## src/rtl/watches_pkg.sv

```systemverilog
// -----------------------------------------------------------------------------
// watches_pkg
// Shared types and helpers for the watch time-setting logic.
//   set_state_e : time-setting FSM states (RUN = normal timekeeping,
//                 SET = user is adjusting the time)
//   cnt_w()     : counter width able to hold values 0..max_val
// -----------------------------------------------------------------------------
package watches_pkg;

    typedef enum logic {
        RUN = 1'b0,
        SET = 1'b1
    } set_state_e;

    function automatic int cnt_w(input int max_val);
        return (max_val < 2) ? 1 : $clog2(max_val + 1);
    endfunction

endpackage

```

## src/rtl/time_set_ctrl_btn_cond.sv

```systemverilog
// -----------------------------------------------------------------------------
// btn_cond
// Conditions one raw push button: 2-flop synchronizer, debounce, one-cycle
// press event and (optionally) hold-to-repeat events.
//   clk_i  : clock
//   rst_i  : asynchronous active-high reset
//   btn_i  : raw asynchronous button, active-high
//   lvl_o  : debounced button level
//   evt_o  : one-cycle event on press, then on each auto-repeat tick
// Parameters: DEBOUNCE_CYC, HOLD_CYC, REPEAT_CYC, REPEAT_EN
// -----------------------------------------------------------------------------
module btn_cond
    import watches_pkg::*;
#(
    parameter int DEBOUNCE_CYC = 500000,
    parameter int HOLD_CYC     = 25000000,
    parameter int REPEAT_CYC   = 5000000,
    parameter bit REPEAT_EN    = 1'b1
) (
    input  logic clk_i,
    input  logic rst_i,
    input  logic btn_i,
    output logic lvl_o,
    output logic evt_o
);

    localparam int                DB_W    = cnt_w(DEBOUNCE_CYC);
    localparam logic [DB_W-1:0]   DB_LAST = DB_W'((DEBOUNCE_CYC > 0) ? DEBOUNCE_CYC - 1 : 0);
    localparam int                RP_MAX  = (HOLD_CYC > REPEAT_CYC) ? HOLD_CYC : REPEAT_CYC;
    localparam int                RP_W    = cnt_w(RP_MAX);
    localparam logic [RP_W-1:0]   RP_SAT  = RP_W'(RP_MAX);
    localparam logic [RP_W-1:0]   HOLD_T  = RP_W'(HOLD_CYC);
    localparam logic [RP_W-1:0]   REP_T   = RP_W'(REPEAT_CYC);

    logic            sync_p0, sync_p1;
    logic            vld_p0, vld_p1;
    logic            rdy;
    logic [DB_W-1:0] db_cnt;
    logic            deb, deb_q;
    logic            press_p;
    logic            armed, rep_phase;
    logic [RP_W-1:0] rp_cnt;
    logic            rep_hit;

    // ---- stage p0/p1: synchronizer ----
    // vld_pN marks synchronizer contents that came from the pin rather than
    // from reset. rdy latches once the button has been seen released, so a
    // button held through reset release never yields a press event.
    always_ff @(posedge clk_i or posedge rst_i) begin
        if (rst_i) begin
            sync_p0 <= 1'b0;
            sync_p1 <= 1'b0;
            vld_p0  <= 1'b0;
            vld_p1  <= 1'b0;
            rdy     <= 1'b0;
        end else begin
            sync_p0 <= btn_i;
            sync_p1 <= sync_p0;
            vld_p0  <= 1'b1;
            vld_p1  <= vld_p0;
            rdy     <= rdy | (vld_p1 & ~sync_p1);
        end
    end

    // ---- debounce and press event ----
    always_ff @(posedge clk_i or posedge rst_i) begin
        if (rst_i) begin
            db_cnt  <= '0;
            deb     <= 1'b0;
            deb_q   <= 1'b0;
            press_p <= 1'b0;
        end else begin
            if (sync_p1 == deb) begin
                db_cnt <= '0;
            end else if (db_cnt >= DB_LAST) begin
                deb    <= sync_p1;
                db_cnt <= '0;
            end else begin
                db_cnt <= db_cnt + DB_W'(1);
            end
            deb_q   <= deb;
            press_p <= deb & ~deb_q & rdy;
        end
    end

    // ---- auto-repeat ----
    // rp_cnt holds the number of cycles since the last event of this hold;
    // the first tick waits HOLD_CYC, later ticks REPEAT_CYC. Any cycle with
    // the debounced level low disarms immediately.
    assign rep_hit = REPEAT_EN && armed && deb &&
                     (rp_cnt == (rep_phase ? REP_T : HOLD_T));

    always_ff @(posedge clk_i or posedge rst_i) begin
        if (rst_i) begin
            armed     <= 1'b0;
            rep_phase <= 1'b0;
            rp_cnt    <= '0;
        end else if (!deb) begin
            armed     <= 1'b0;
            rep_phase <= 1'b0;
            rp_cnt    <= '0;
        end else if (press_p) begin
            armed     <= REPEAT_EN;
            rep_phase <= 1'b0;
            rp_cnt    <= RP_W'(1);
        end else if (rep_hit) begin
            rep_phase <= 1'b1;
            rp_cnt    <= RP_W'(1);
        end else if (armed && (rp_cnt != RP_SAT)) begin
            rp_cnt    <= rp_cnt + RP_W'(1);
        end
    end

    assign lvl_o = deb;
    assign evt_o = press_p | rep_hit;

endmodule

```

## src/rtl/time_set_ctrl.sv

```systemverilog
// -----------------------------------------------------------------------------
// time_set_ctrl
// Watch time-setting controller. The set button toggles between RUN and SET;
// in SET the minute/hour buttons produce increment pulses (with hold-to-
// repeat), and SET falls back to RUN after TIMEOUT_CYC idle cycles.
//   clk_i           : clock
//   rst_i           : asynchronous active-high reset
//   btn_set_i       : raw set button
//   btn_min_i       : raw minute button
//   btn_hour_i      : raw hour button
//   user_time_val_o : high while in SET mode
//   user_min_up_o   : one-cycle minute increment pulse
//   user_hour_up_o  : one-cycle hour increment pulse
// -----------------------------------------------------------------------------
module time_set_ctrl
    import watches_pkg::*;
#(
    parameter int DEBOUNCE_CYC = 500000,
    parameter int HOLD_CYC     = 25000000,
    parameter int REPEAT_CYC   = 5000000,
    parameter int TIMEOUT_CYC  = 500000000
) (
    input  logic clk_i,
    input  logic rst_i,
    input  logic btn_set_i,
    input  logic btn_min_i,
    input  logic btn_hour_i,
    output logic user_time_val_o,
    output logic user_min_up_o,
    output logic user_hour_up_o
);

    localparam int               TMO_W    = cnt_w(TIMEOUT_CYC);
    localparam logic [TMO_W-1:0] TMO_LAST = TMO_W'((TIMEOUT_CYC > 0) ? TIMEOUT_CYC - 1 : 0);
    localparam logic [TMO_W-1:0] TMO_SAT  = TMO_W'(TIMEOUT_CYC);

    logic             set_evt, min_evt, hour_evt;
    logic             set_lvl_unused;   // only the set button's events matter
    logic             min_lvl, hour_lvl;
    set_state_e       state, state_nxt;
    logic             acc_min, acc_hour;
    logic             timeout;
    logic             min_blk, hour_blk;
    logic [TMO_W-1:0] tmo_cnt;

    btn_cond #(
        .DEBOUNCE_CYC (DEBOUNCE_CYC),
        .HOLD_CYC     (HOLD_CYC),
        .REPEAT_CYC   (REPEAT_CYC),
        .REPEAT_EN    (1'b0)
    ) u_set (
        .clk_i (clk_i),
        .rst_i (rst_i),
        .btn_i (btn_set_i),
        .lvl_o (set_lvl_unused),
        .evt_o (set_evt)
    );

    btn_cond #(
        .DEBOUNCE_CYC (DEBOUNCE_CYC),
        .HOLD_CYC     (HOLD_CYC),
        .REPEAT_CYC   (REPEAT_CYC),
        .REPEAT_EN    (1'b1)
    ) u_min (
        .clk_i (clk_i),
        .rst_i (rst_i),
        .btn_i (btn_min_i),
        .lvl_o (min_lvl),
        .evt_o (min_evt)
    );

    btn_cond #(
        .DEBOUNCE_CYC (DEBOUNCE_CYC),
        .HOLD_CYC     (HOLD_CYC),
        .REPEAT_CYC   (REPEAT_CYC),
        .REPEAT_EN    (1'b1)
    ) u_hour (
        .clk_i (clk_i),
        .rst_i (rst_i),
        .btn_i (btn_hour_i),
        .lvl_o (hour_lvl),
        .evt_o (hour_evt)
    );

    assign timeout = (TIMEOUT_CYC != 0) && (state == SET) && (tmo_cnt == TMO_LAST);

    always_ff @(posedge clk_i or posedge rst_i) begin
        if (rst_i) begin
            state <= RUN;
        end else begin
            state <= state_nxt;
        end
    end

    // A set event always wins: min/hour events arriving with it, or in the
    // timeout cycle, are dropped. Buttons still held from before SET entry
    // stay blocked until released.
    always_comb begin
        state_nxt = state;
        acc_min   = 1'b0;
        acc_hour  = 1'b0;
        case (state)
            RUN: begin
                if (set_evt) begin
                    state_nxt = SET;
                end
            end
            SET: begin
                if (set_evt || timeout) begin
                    state_nxt = RUN;
                end else begin
                    acc_min  = min_evt & ~min_blk;
                    acc_hour = hour_evt & ~hour_blk;
                end
            end
            default: state_nxt = RUN;
        endcase
    end

    // ---- registered outputs, hold-over blocking, idle timeout ----
    always_ff @(posedge clk_i or posedge rst_i) begin
        if (rst_i) begin
            user_time_val_o <= 1'b0;
            user_min_up_o   <= 1'b0;
            user_hour_up_o  <= 1'b0;
            min_blk         <= 1'b0;
            hour_blk        <= 1'b0;
            tmo_cnt         <= '0;
        end else begin
            user_time_val_o <= (state_nxt == SET);
            user_min_up_o   <= acc_min;
            user_hour_up_o  <= acc_hour;

            if ((state == RUN) && (state_nxt == SET)) begin
                min_blk  <= min_lvl;
                hour_blk <= hour_lvl;
            end else begin
                if (!min_lvl)  min_blk  <= 1'b0;
                if (!hour_lvl) hour_blk <= 1'b0;
            end

            if ((state == RUN) || acc_min || acc_hour) begin
                tmo_cnt <= '0;
            end else if (tmo_cnt != TMO_SAT) begin
                tmo_cnt <= tmo_cnt + TMO_W'(1);
            end
        end
    end

endmodule
```

## config.mk

```make
export PLATFORM = sky130hd
export DESIGN_NAME = time_set_ctrl
export DESIGN_NICKNAME = d
export VERILOG_FILES = /design/src/rtl/watches_pkg.sv /design/src/rtl/time_set_ctrl_btn_cond.sv /design/src/rtl/time_set_ctrl.sv
export SDC_FILE = /design/constraint.sdc
export NUM_CORES = 1
export LEC_CHECK = 0
export CORE_AREA = 2 2 135 137
export CTS_CLUSTER_SIZE = 8
export DETAILED_ROUTE_END_ITERATION = 7
export DIE_AREA = 0 0 137 139
export PLACE_DENSITY = 0.69
export SYNTH_ARGS = -nofsm -noshare
export SYNTH_HDL_FRONTEND = slang
export SYNTH_SLANG_ARGS = --single-unit
```

## constraint.sdc

```tcl
create_clock -name clk_i -period 5.5 [get_ports clk_i]
set_input_delay 0.825 -clock clk_i [delete_from_list [all_inputs] [get_ports clk_i]]
set_output_delay 0.825 -clock clk_i [all_outputs]
set_load 0.02 [all_outputs]
```

Yosys cells after proc, flatten, opt, wreduce, memory -nomap -nowiden
Cells that the tools add are included.
{"block": "totals", "register_bits": 165, "out_inout_bits": 3}
{"block": "classes", "add_sub_neg": 6, "mux": 39, "bitwise": 28, "eq_ne": 17, "magnitude_cmp": 3, "reduce_logical": 15}
{"operator": "25-bit 2-to-1 mux", "n": 10}
{"operator": "19-bit 2-to-1 mux", "n": 6}
{"operator": "29-bit 2-to-1 mux", "n": 2}
{"operator": "19-bit by 1-bit adder with 19-bit output, second input constant", "n": 3}
{"operator": "19-bit >= comparator, second input constant", "n": 3}
{"operator": "25-bit by 1-bit adder with 25-bit output, second input constant", "n": 2}
{"operator": "25-bit equality test", "n": 2}
{"operator": "25-bit != test, second input constant", "n": 2}
{"operator": "29-bit by 1-bit adder with 29-bit output, second input constant", "n": 1}
{"operator": "29-bit equality test, second input constant", "n": 1}
{"operator": "29-bit != test, second input constant", "n": 1}
{"operator": "1-bit 2-to-1 mux", "n": 20}
{"operator": "1-bit NOT", "n": 12}
{"operator": "1-bit bitwise AND", "n": 11}
{"operator": "1-bit logical AND", "n": 8}
{"operator": "2-bit != test, second input constant", "n": 4}
{"operator": "4-bit != test, second input constant", "n": 2}
{"operator": "3-bit != test, second input constant", "n": 2}
{"operator": "2-bit AND reduction", "n": 3}
{"operator": "1-bit bitwise OR", "n": 5}
{"operator": "1-bit equality test", "n": 3}
{"operator": "1-bit logical OR", "n": 3}
{"operator": "1-bit one-hot mux with 2 select lines", "n": 1}
{"operator": "2-bit nonzero test", "n": 1}

Depth between registers and ports, before layout
Gate-level depths: netlist of run 1.
{"block": "logic_depth", "depth_word": 10, "depth_mapped": 9, "ltp_nobuf": 7}

By module
From an unflattened synthesis of run 1, not the netlist that was laid out.
{"block": "unflattened", "cells_unflattened": 859, "hier_area_um2": 8572.0}
{"module": "btn_cond at u_hour ...", "instances": 2, "area_each_um2": 2652.5, "seq_area_each_um2": 1351.3, "cells_per_inst": 269}
{"module": "time_set_ctrl", "instances": 1, "area_each_um2": 1905.6, "seq_area_each_um2": 850.8, "cells_per_inst": 199}
{"module": "btn_cond at u_set", "instances": 1, "area_each_um2": 1361.3, "seq_area_each_um2": 675.6, "cells_per_inst": 122}

Least setup slack after synthesis of run 1
No wires, ideal clock.
{"block": "synth_timing", "kind": "flip-flop to flip-flop", "startpoint": "register u_hour.rp_cnt[0]", "endpoint": "register tmo_cnt[0]", "path_slack_ns": 3.427, "stages_incl_launch_ff": 10, "path_buffers": 2, "period_less_slack_ns": 2.073, "arrival_time_ns": 1.923, "setup_ns": 0.150, "cell_sequence": "dfrtp_1 inv_1 ha_1 and4bb_2 nand4_4 or4_1 o221ai_2 buf_6 buf_8 a211oi_2"}
{"block": "synth_between", "elab_chain_len": 8}
{"element": "from (decl)", "line_no": "time_set_ctrl_btn_cond.sv:42", "text": "logic [RP_W-1:0] rp_cnt;"}
{"element": "from (signal assigned)", "line_no": "time_set_ctrl_btn_cond.sv:110", "text": "rp_cnt <= rp_cnt + RP_W'(1);"}
{"element": "25-bit equality test (*)", "line_no": "time_set_ctrl_btn_cond.sv:91", "text": "(rp_cnt == (rep_phase ? REP_T : HOLD_T));"}
{"element": "1-bit logical AND (*)", "line_no": "time_set_ctrl_btn_cond.sv:90", "text": "assign rep_hit = REPEAT_EN && armed && deb &&"}
{"element": "1-bit bitwise OR (*)", "line_no": "time_set_ctrl_btn_cond.sv:115", "text": "assign evt_o = press_p | rep_hit;"}
{"element": "1-bit bitwise AND (*)", "line_no": "time_set_ctrl.sv:113", "text": "acc_hour = hour_evt & ~hour_blk;"}
{"element": "1-bit 2-to-1 mux (*)", "line_no": "time_set_ctrl.sv:109", "text": "if (set_evt || timeout) begin"}
{"element": "1-bit 2-to-1 mux (*)", "line_no": "time_set_ctrl.sv:102", "text": "case (state)"}
{"element": "1-bit logical OR (*)", "line_no": "time_set_ctrl.sv:142", "text": "if ((state == RUN) || acc_min || acc_hour) begin"}
{"element": "29-bit 2-to-1 mux / 2-bit nonzero test (equally long branches)"}
{"element": "to (signal assigned)", "line_no": "time_set_ctrl.sv:145", "text": "tmo_cnt <= tmo_cnt + TMO_W'(1);"}
{"element": "to (decl)", "line_no": "time_set_ctrl.sv:44", "text": "logic [TMO_W-1:0] tmo_cnt;"}
Every way passes the cells marked *; elsewhere a longest branch is shown, timed or not.
A chain may end at the register's enable or synchronous reset.

Worst setup path in the final report of run 1
{"block": "layout_timing", "startpoint": "register u_min.rp_cnt[0]", "endpoint": "register u_min.rp_cnt[22]"}
{"block": "layout_between", "elab_chain_len": 5}
{"element": "from (decl)", "line_no": "time_set_ctrl_btn_cond.sv:42"}
{"element": "from (signal assigned)", "line_no": "time_set_ctrl_btn_cond.sv:110"}
{"element": "25-bit by 1-bit adder with 25-bit output / 25-bit equality test (equally long branches)", "line_no": "time_set_ctrl_btn_cond.sv:110, time_set_ctrl_btn_cond.sv:91"}
{"element": "25-bit 2-to-1 mux / 1-bit logical AND (equally long branches)", "line_no": "time_set_ctrl_btn_cond.sv:109, time_set_ctrl_btn_cond.sv:90"}
{"element": "25-bit 2-to-1 mux", "line_no": "time_set_ctrl_btn_cond.sv:106", "text": "end else if (rep_hit) begin"}
{"element": "25-bit 2-to-1 mux", "line_no": "time_set_ctrl_btn_cond.sv:102", "text": "end else if (press_p) begin"}
{"element": "25-bit 2-to-1 mux", "line_no": "time_set_ctrl_btn_cond.sv:98", "text": "end else if (!deb) begin"}
Several ways; a longest one is shown, not always the timed one. The select of a mux whose other input is x is not followed.

==> results of run 1 <==
==> synthesized netlist by cell type (4+ instances only) <==
cell / count
buf_2: 9
inv_1: 34
and3_1: 15
clkbuf_1: 14
xnor2_1: 47
or4_1: 15
o2111ai_1: 16
dfrtp_1: 165
and4_1: 9
o311ai_0: 5
nand3_1: 47
nor4_1: 8
and2_1: 6
o21a_1: 4
o21ai_1: 4
a21o_1: 6
a211oi_2: 10
nor3_1: 20
o31ai_1: 17
or3_1: 6
and4bb_2: 4
ha_1: 9
a21oi_1: 19
xor2_1: 45
nor2_1: 97
nor4b_1: 8
nand2_1: 45
o21ai_0: 11
o211ai_1: 9
o41ai_1: 7
nor2b_1: 4
a211oi_1: 40
nand4_1: 32
==> cell usage in the layout (no fill, tap or decap), types with 4 or more instances in the layout <==
cell type        instances
xor2_1                  45
and4_1                   9
o31ai_1                 17
a21oi_1                 19
clkinv_4                 6
o2111ai_1               16
nor3_1                  20
a211oi_2                10
a21o_1                   6
o21a_1                   4
o41ai_1                  7
a211oi_1                40
nor4_1                   8
buf_4                    7
and3_1                  15
o211ai_1                 9
nor2b_1                  4
and2_1                   6
clkdlybuf4s50_1          7
ha_1                     9
or4_1                   15
inv_1                   33
dfrtp_1                165
nor2_1                  96
and4bb_2                 4
or3_1                    6
nand3_1                 47
nor4b_1                  8
o21ai_0                 11
clkinvlp_4               4
clkbuf_16               17
xnor2_1                 47
nand2_1                 45
o21ai_1                  4
nand4_1                 32
o311ai_0                 5
==> metal layers <==
layer,GRT usage,vias up,wire length (um)
met1,0.275,3155,8320
met2,0.307,88,8280
met4,0.0553,0,214
met3,0.0413,19,479
li1,-,3170,-
met5,0,-,0
==> kinds of logic after synthesis <==
kind of cell | Yosys count
xor gates and xnor gates | 92
other | 1
muxes | 3
AOI/OAI and AO/OA | 172
and+or+nand+nor | 343
adders and majority gates | 9
buffers and inverters | 62
DFF | 165
==> power breakdown <==
| part | switching, W | total (W) | internal, W | leakage [nW] |
|---|---|---|---|---|
| clock | 0.000504 | 0.00120 | 0.000697 | 0.282 |
| sequential | 0.00000811 | 0.00123 | 0.00122 | 2.26 |
| combinational | 0.0000356 | 0.0000471 | 0.0000115 | 1.03 |
| total | 0.000548 | 0.00248 | 0.00193 | 3.57 |
==> how the worst max path moves through the flow <==
stage	depth (start not counted)	endpoint	start
after floorplan	1	hour_blk$_DFFE_PP0P_	rst_i
after global placement	7	u_min.rp_cnt[1]$_DFFE_PP0P_	u_min.rp_cnt[0]$_DFFE_PP0P_
after detailed placement	7	u_min.rp_cnt[22]$_DFFE_PP0P_	u_min.rp_cnt[0]$_DFFE_PP0P_
after CTS	7	u_min.rp_cnt[22]$_DFFE_PP0P_	u_min.rp_cnt[0]$_DFFE_PP0P_
final	7	u_min.rp_cnt[22]$_DFFE_PP0P_	u_min.rp_cnt[0]$_DFFE_PP0P_
after global routing	7	u_min.rp_cnt[22]$_DFFE_PP0P_	u_min.rp_cnt[0]$_DFFE_PP0P_
==> worst max-delay path: cells and delay by family (launching register included) <==
family | cells | cell delay [ns]
buf+inv | 1 | 0.09
compound gates | 3 | 1.00
fa+ha+maj | 1 | 0.14
simple gates | 2 | 0.91
flops | 1 | 0.42
==> metrics by stage <==
step | utilization | area (um^2) | cells
floorplan | - | 8620 | 847
global placement | 0.504 | 8900 | 1063
detailed placement | 0.504 | 8900 | 1063
CTS | 0.538 | 9500 | 1095
global route | 0.538 | 9500 | 1095
finish | 0.538 | 9500 | 1095
==> flip-flops by register name (all words and copies together) (netlist names), 19 cells and up <==
name and flops:
u_min.db_cnt 19, u_set.db_cnt 19, u_hour.rp_cnt 25, u_hour.db_cnt 19, tmo_cnt 29, u_min.rp_cnt 25
==> area by class of cell <==
type,instances,area [um^2],share of cell area
Clock buffer,19,453,0.0477
Sequential cell,165,4130,0.435
Timing Repair Buffer,14,123,0.0129
Clock inverter,13,151,0.0159
Tap cell,229,287,0.0302
Multi-Input combinational cell,620,4220,0.444
Inverter,35,136,0.0144
==> flow_metrics.tcl, run 1 <==
set metrics [dict create \
    pre_cts_ws_ns 2.79 \
    cap_violations 0 \
    whs_path_depth 0 \
    grt_setup_unrepaired "no" \
    reg2reg_from "u_min.rp_cnt[0]$_DFFE_PP0P_" \
    holdWs_ns 0.350 \
    drive_above_1_share 0.0878 \
    htreeDepth 4 \
    synth_edf_count 0 \
    grt_pass1_wl_um 30700 \
    worstHoldEndpoint "u_set.sync_p1$_DFF_PP0_" \
    dieWidth_um 137 \
    synth_top_area_frac 0.479 \
    cp-start-kind "flop" \
    synthAdderAreaFrac 0.0131 \
    root_buffer "clkbuf_16" \
    clock_sinks 165 \
    path_cells "inv_1 -> ha_1 -> nor4bb_1 -> nand4_1 -> o21ai_2 -> o311ai_0 -> o41ai_1" \
    gr-total-overflow 0 \
    synth-seq-cells 165 \
    cts.clk_slew.worst_paths_ns 0.07 \
    insertedDiodeCount 0 \
    design_power_total_w 0.00248 \
    ff2ff_path_depth 7 \
    vias_per_cell 5.87 \
    grtUsageTotal 0.196 \
    slew_headroom 0.217 \
    synthSimpleGateAreaFrac 0.222 \
    post_synth_xor_area_fraction 0.0935 \
    synth_top_family_by_area "simple AND/OR/NAND/NOR gates" \
    layout_setup_ws_ns 2.81 \
    rrSetupSlack_ns 2.81 \
    period_needed_ns 2.69 \
    ant_nets 0 \
    outcome "completed" \
    cts_buffers 17 \
    grt_max_degree 69 \
    peakVddDrop_v 0.000258 \
    critPathArrivalTime_ns 3.00 \
    p_per_area_nw_per_um2 261 \
    cts_resized 0 \
    pin_count 8 \
    slew_viol_final 0 \
    fmax_mhz 372 \
    r2r_end "u_min.rp_cnt[22]$_DFFE_PP0P_" \
    clock_skew_ns 0.00815 \
    cts.path.max_buffers 2 \
    post_cts_buffers 0 \
    core-area_um2 17700 \
    start_util 0.488 \
    place_hpwl_um 11200 \
    setup_viol_count_final 0 \
    holdCritStartpoint "u_set.sync_p0$_DFF_PP0_" \
    port_buffers 7 \
    critical_path_class "flop to flop" \
    drc 0 \
    leakage_nw 3.57 \
    placementRows 49 \
    area_growth_pct 10.3 \
    holdBufCountCts 0 \
    syn_area_per_cell_um2 10.2 \
    cp_max_fo 15 \
    num_vias 6432 \
    drt_iter0_markers 505 \
    drt_pre_antenna_iters 5 \
    ys_top_cells_by_area "dfrtp_1 (48%), xnor2_1 (4.8%), xor2_1 (4.6%)" \
    cpPeakStageDelay_ns 0.67 \
    die_area_um2 19000 \
    gp_congestion 0.870 \
    synthDistinctLibCells 76 \
    clock_latency_ns 0.43 \
    cts_tree "done" \
    yosysWarnings 0 \
    antenna_found_initial 0 \
    wl_per_cell_um 15.8 \
    fin_crit_sh 0.489 \
    fillers 1579 \
    setup-tns-final_ns 0 \
    hold_path.class "flop to flop" \
    synth_cells 847 \
    setup.worst_path.end_class "flop" \
    die-height_um 139 \
    synth_nets 861 \
    synth_top_area_cell "dfrtp_1" \
    ys_seq_area_frac 0.479 \
    cp_slowest_cell "o21ai_2" \
    synthMuxAreaShare 0.00349 \
    tightest_slew_ns 1.17 \
    dominantRegCellSynth "dfrtp_1" \
    synth_compound_area_frac 0.157 \
    num-nets-final 867 \
    synth_async_sr_flop_share 1.00 \
    crit_required_ns 5.81 \
    drt-total-wl_um 17300 \
    finalHoldViolations 0 \
    syn-cell-area_um2 8620 \
    first_global_vias 6395 \
]
No activity file was read; power rests on OpenSTA's default activity.
==> inputs of run 2 (changes only) <==
--- a/config.mk
+++ b/config.mk
@@ -9,7 +9,7 @@
 export CTS_CLUSTER_SIZE = 8
 export DETAILED_ROUTE_END_ITERATION = 7
 export DIE_AREA = 0 0 137 139
-export PLACE_DENSITY = 0.69
+export PLACE_DENSITY = 0.67
 export SYNTH_ARGS = -nofsm -noshare
 export SYNTH_HDL_FRONTEND = slang
 export SYNTH_SLANG_ARGS = --single-unit
==> constraint.sdc (replaced) <==
create_clock -name clk_i -period 2.5 [get_ports clk_i]
set_input_delay 0.375 -clock clk_i [delete_from_list [all_inputs] [get_ports clk_i]]
set_output_delay 0.375 -clock clk_i [all_outputs]
set_load 0.02 [all_outputs]
==> run 2 against run 1 <==
Global-route usage is 0.86 points higher. Non-clock buffer count is 25 higher. Final cell count is 2.3% higher. Count of clock-buffer cells in the layout stayed put. Die area stayed put. Register-to-register slack worse by 2.6 ns. Hold slack worse by 0.050 ns. Core utilization is 1.4 points higher. Sequential power is 120% higher. Combinational power is 140% higher. Total power is 130% higher. Largest power group is now the clock network. Highest routed layer unchanged.
==> flow_metrics.tcl, run 2 (synthesis results as in run 1) <==
set metrics [dict create \
    outcome "completed" \
    layout_commonest_cell "dfrtp_1" \
    drt_pre_antenna_iters 5 \
    holdBufCountCts 0 \
    slew_viol_final 0 \
    slew_headroom 0.487 \
    grtUsageTotal 0.204 \
    grt_setup_unrepaired "no" \
    setup_viol_count_final 0 \
    cts_tree "done" \
    path_cells "ha_1 -> a21o_1 -> a2111o_1 -> a21oi_1 -> o21bai_2 -> a211oi_1" \
    area_growth_pct 13.1 \
    grt_max_degree 57 \
    place_hpwl_um 12000 \
    critical_path_class "flop to flop" \
    p_per_area_nw_per_um2 574 \
    hold_path.class "input pin to asynchronous set/reset pin" \
    holdWs_ns 0.300 \
    largest_register_ffs 29 \
    antenna_found_initial 0 \
    drt_iter0_markers 524 \
    ant_nets 0 \
    cts.clk_slew.worst_paths_ns 0.07 \
    met1_usage 0.285 \
    final_cell_mix "dfrtp_1 (165), nor2_1 (96), nand3_1 (47), xnor2_1 (47)" \
    die-height_um 139 \
    cts_buffers 17 \
    post_cts_buffers 0 \
    rrSetupSlack_ns 0.22 \
    start_util 0.488 \
    setup-tns-final_ns 0 \
    design_power_total_w 0.00559 \
    grt_pass1_wl_um 31900 \
    clock_sinks 165 \
    htreeDepth 4 \
    reg2reg_from "u_hour.db_cnt[0]$_DFF_PP0_" \
    wl_per_cell_um 16.3 \
    num-nets-final 892 \
    gp_congestion 0.784 \
    cp_max_fo 19 \
    num_vias 6645 \
    fmax_mhz 438 \
    peakVddDrop_v 0.000462 \
    drive_above_1_share 0.113 \
    layout_setup_ws_ns 0.217 \
    cp_slowest_cell "dfrtp_1" \
    clock_skew_ns 0.0103 \
    clock_latency_ns 0.43 \
    core-area_um2 17700 \
    crit_required_ns 2.83 \
    cts_resized 0 \
    tightest_slew_ns 0.769 \
    pre_cts_ws_ns 0.214 \
    drt-total-wl_um 18200 \
    grt-busiest-layer "met2" \
    cap_violations 0 \
    cpPeakStageDelay_ns 0.43 \
    critPathArrivalTime_ns 2.61 \
    setup.worst_path.end_class "flop" \
    cp-start-kind "flop" \
    drc 0 \
    stdcell_area_um2 9740 \
    port_buffers 7 \
    use_met3 0.0376 \
    leakage_nw 3.72 \
    use_met2 0.324 \
    period_needed_ns 2.28 \
    top_register "tmo_cnt" \
    pin_count 8 \
    finalHoldViolations 0 \
    root_buffer "clkbuf_16" \
    gr-total-overflow 0 \
    cts.path.max_buffers 2 \
    placed_area_um2 9120 \
    dieWidth_um 137 \
    vias_per_cell 5.93 \
    first_global_vias 6549 \
    placementRows 49 \
    die_area_um2 19000 \
    r2r_end "u_hour.db_cnt[14]$_DFF_PP0_" \
    insertedDiodeCount 0 \
    fin_crit_sh 0.913 \
    top_regs "tmo_cnt x29, u_hour.rp_cnt x25, u_min.rp_cnt x25" \
    ff2ff_path_depth 6 \
]
-- run 2: layout make-up --
class / instances / area (um^2)
Inverter: 35 / 135
Clock inverter: 13 / 168
Timing Repair Buffer: 39 / 348
Fill cell: 1523 / 7920
Sequential cell: 165 / 4130
Multi-Input combinational cell: 620 / 4220
Clock buffer: 19 / 453
Tap cell: 229 / 287
-- run 2: metrics by stage --
| stage | utilization | cells |
|---|---|---|
| after floorplan | - | 847 |
| after global placement | 0.517 | 1088 |
| after detailed placement | 0.517 | 1088 |
| after CTS | 0.552 | 1120 |
| after global routing | 0.552 | 1120 |
| final | 0.552 | 1120 |
-- run 2: worst max-delay path by stage --
stage,from,to,cells after the start
after floorplan,rst_i,hour_blk$_DFFE_PP0P_,1
after global placement,u_min.rp_cnt[0]$_DFFE_PP0P_,tmo_cnt[2]$_DFFE_PP0P_,8
after detailed placement,u_hour.db_cnt[0]$_DFF_PP0_,u_hour.db_cnt[14]$_DFF_PP0_,6
after CTS,u_hour.db_cnt[0]$_DFF_PP0_,u_hour.db_cnt[14]$_DFF_PP0_,6
after global routing,u_hour.db_cnt[0]$_DFF_PP0_,u_hour.db_cnt[14]$_DFF_PP0_,6
final,u_hour.db_cnt[0]$_DFF_PP0_,u_hour.db_cnt[14]$_DFF_PP0_,6
-- run 2: worst max-delay path: cells and delay by family, from the launching register on --
family                     cells  cell delay [ns]
AOI/OAI and AO/OA              5             1.47
DFF                            1             0.43
adders and majority gates      1             0.27
-- run 2: power by group --
| group | switching (W) | internal, W | total [W] | leakage [nW] |
|---|---|---|---|---|
| Clock | 0.00114 | 0.00164 | 0.00278 | 0.301 |
| Sequential | 0.0000167 | 0.00269 | 0.00270 | 2.26 |
| Combinational | 0.0000805 | 0.0000319 | 0.000112 | 1.15 |
-- run 2: routing by layer --
metal / vias up / part of all wire
met5: - / 0
met4: 0 / 0.014
met3: 22 / 0.027
met2: 103 / 0.48
met1: 3298 / 0.48
li1: 3222 / -
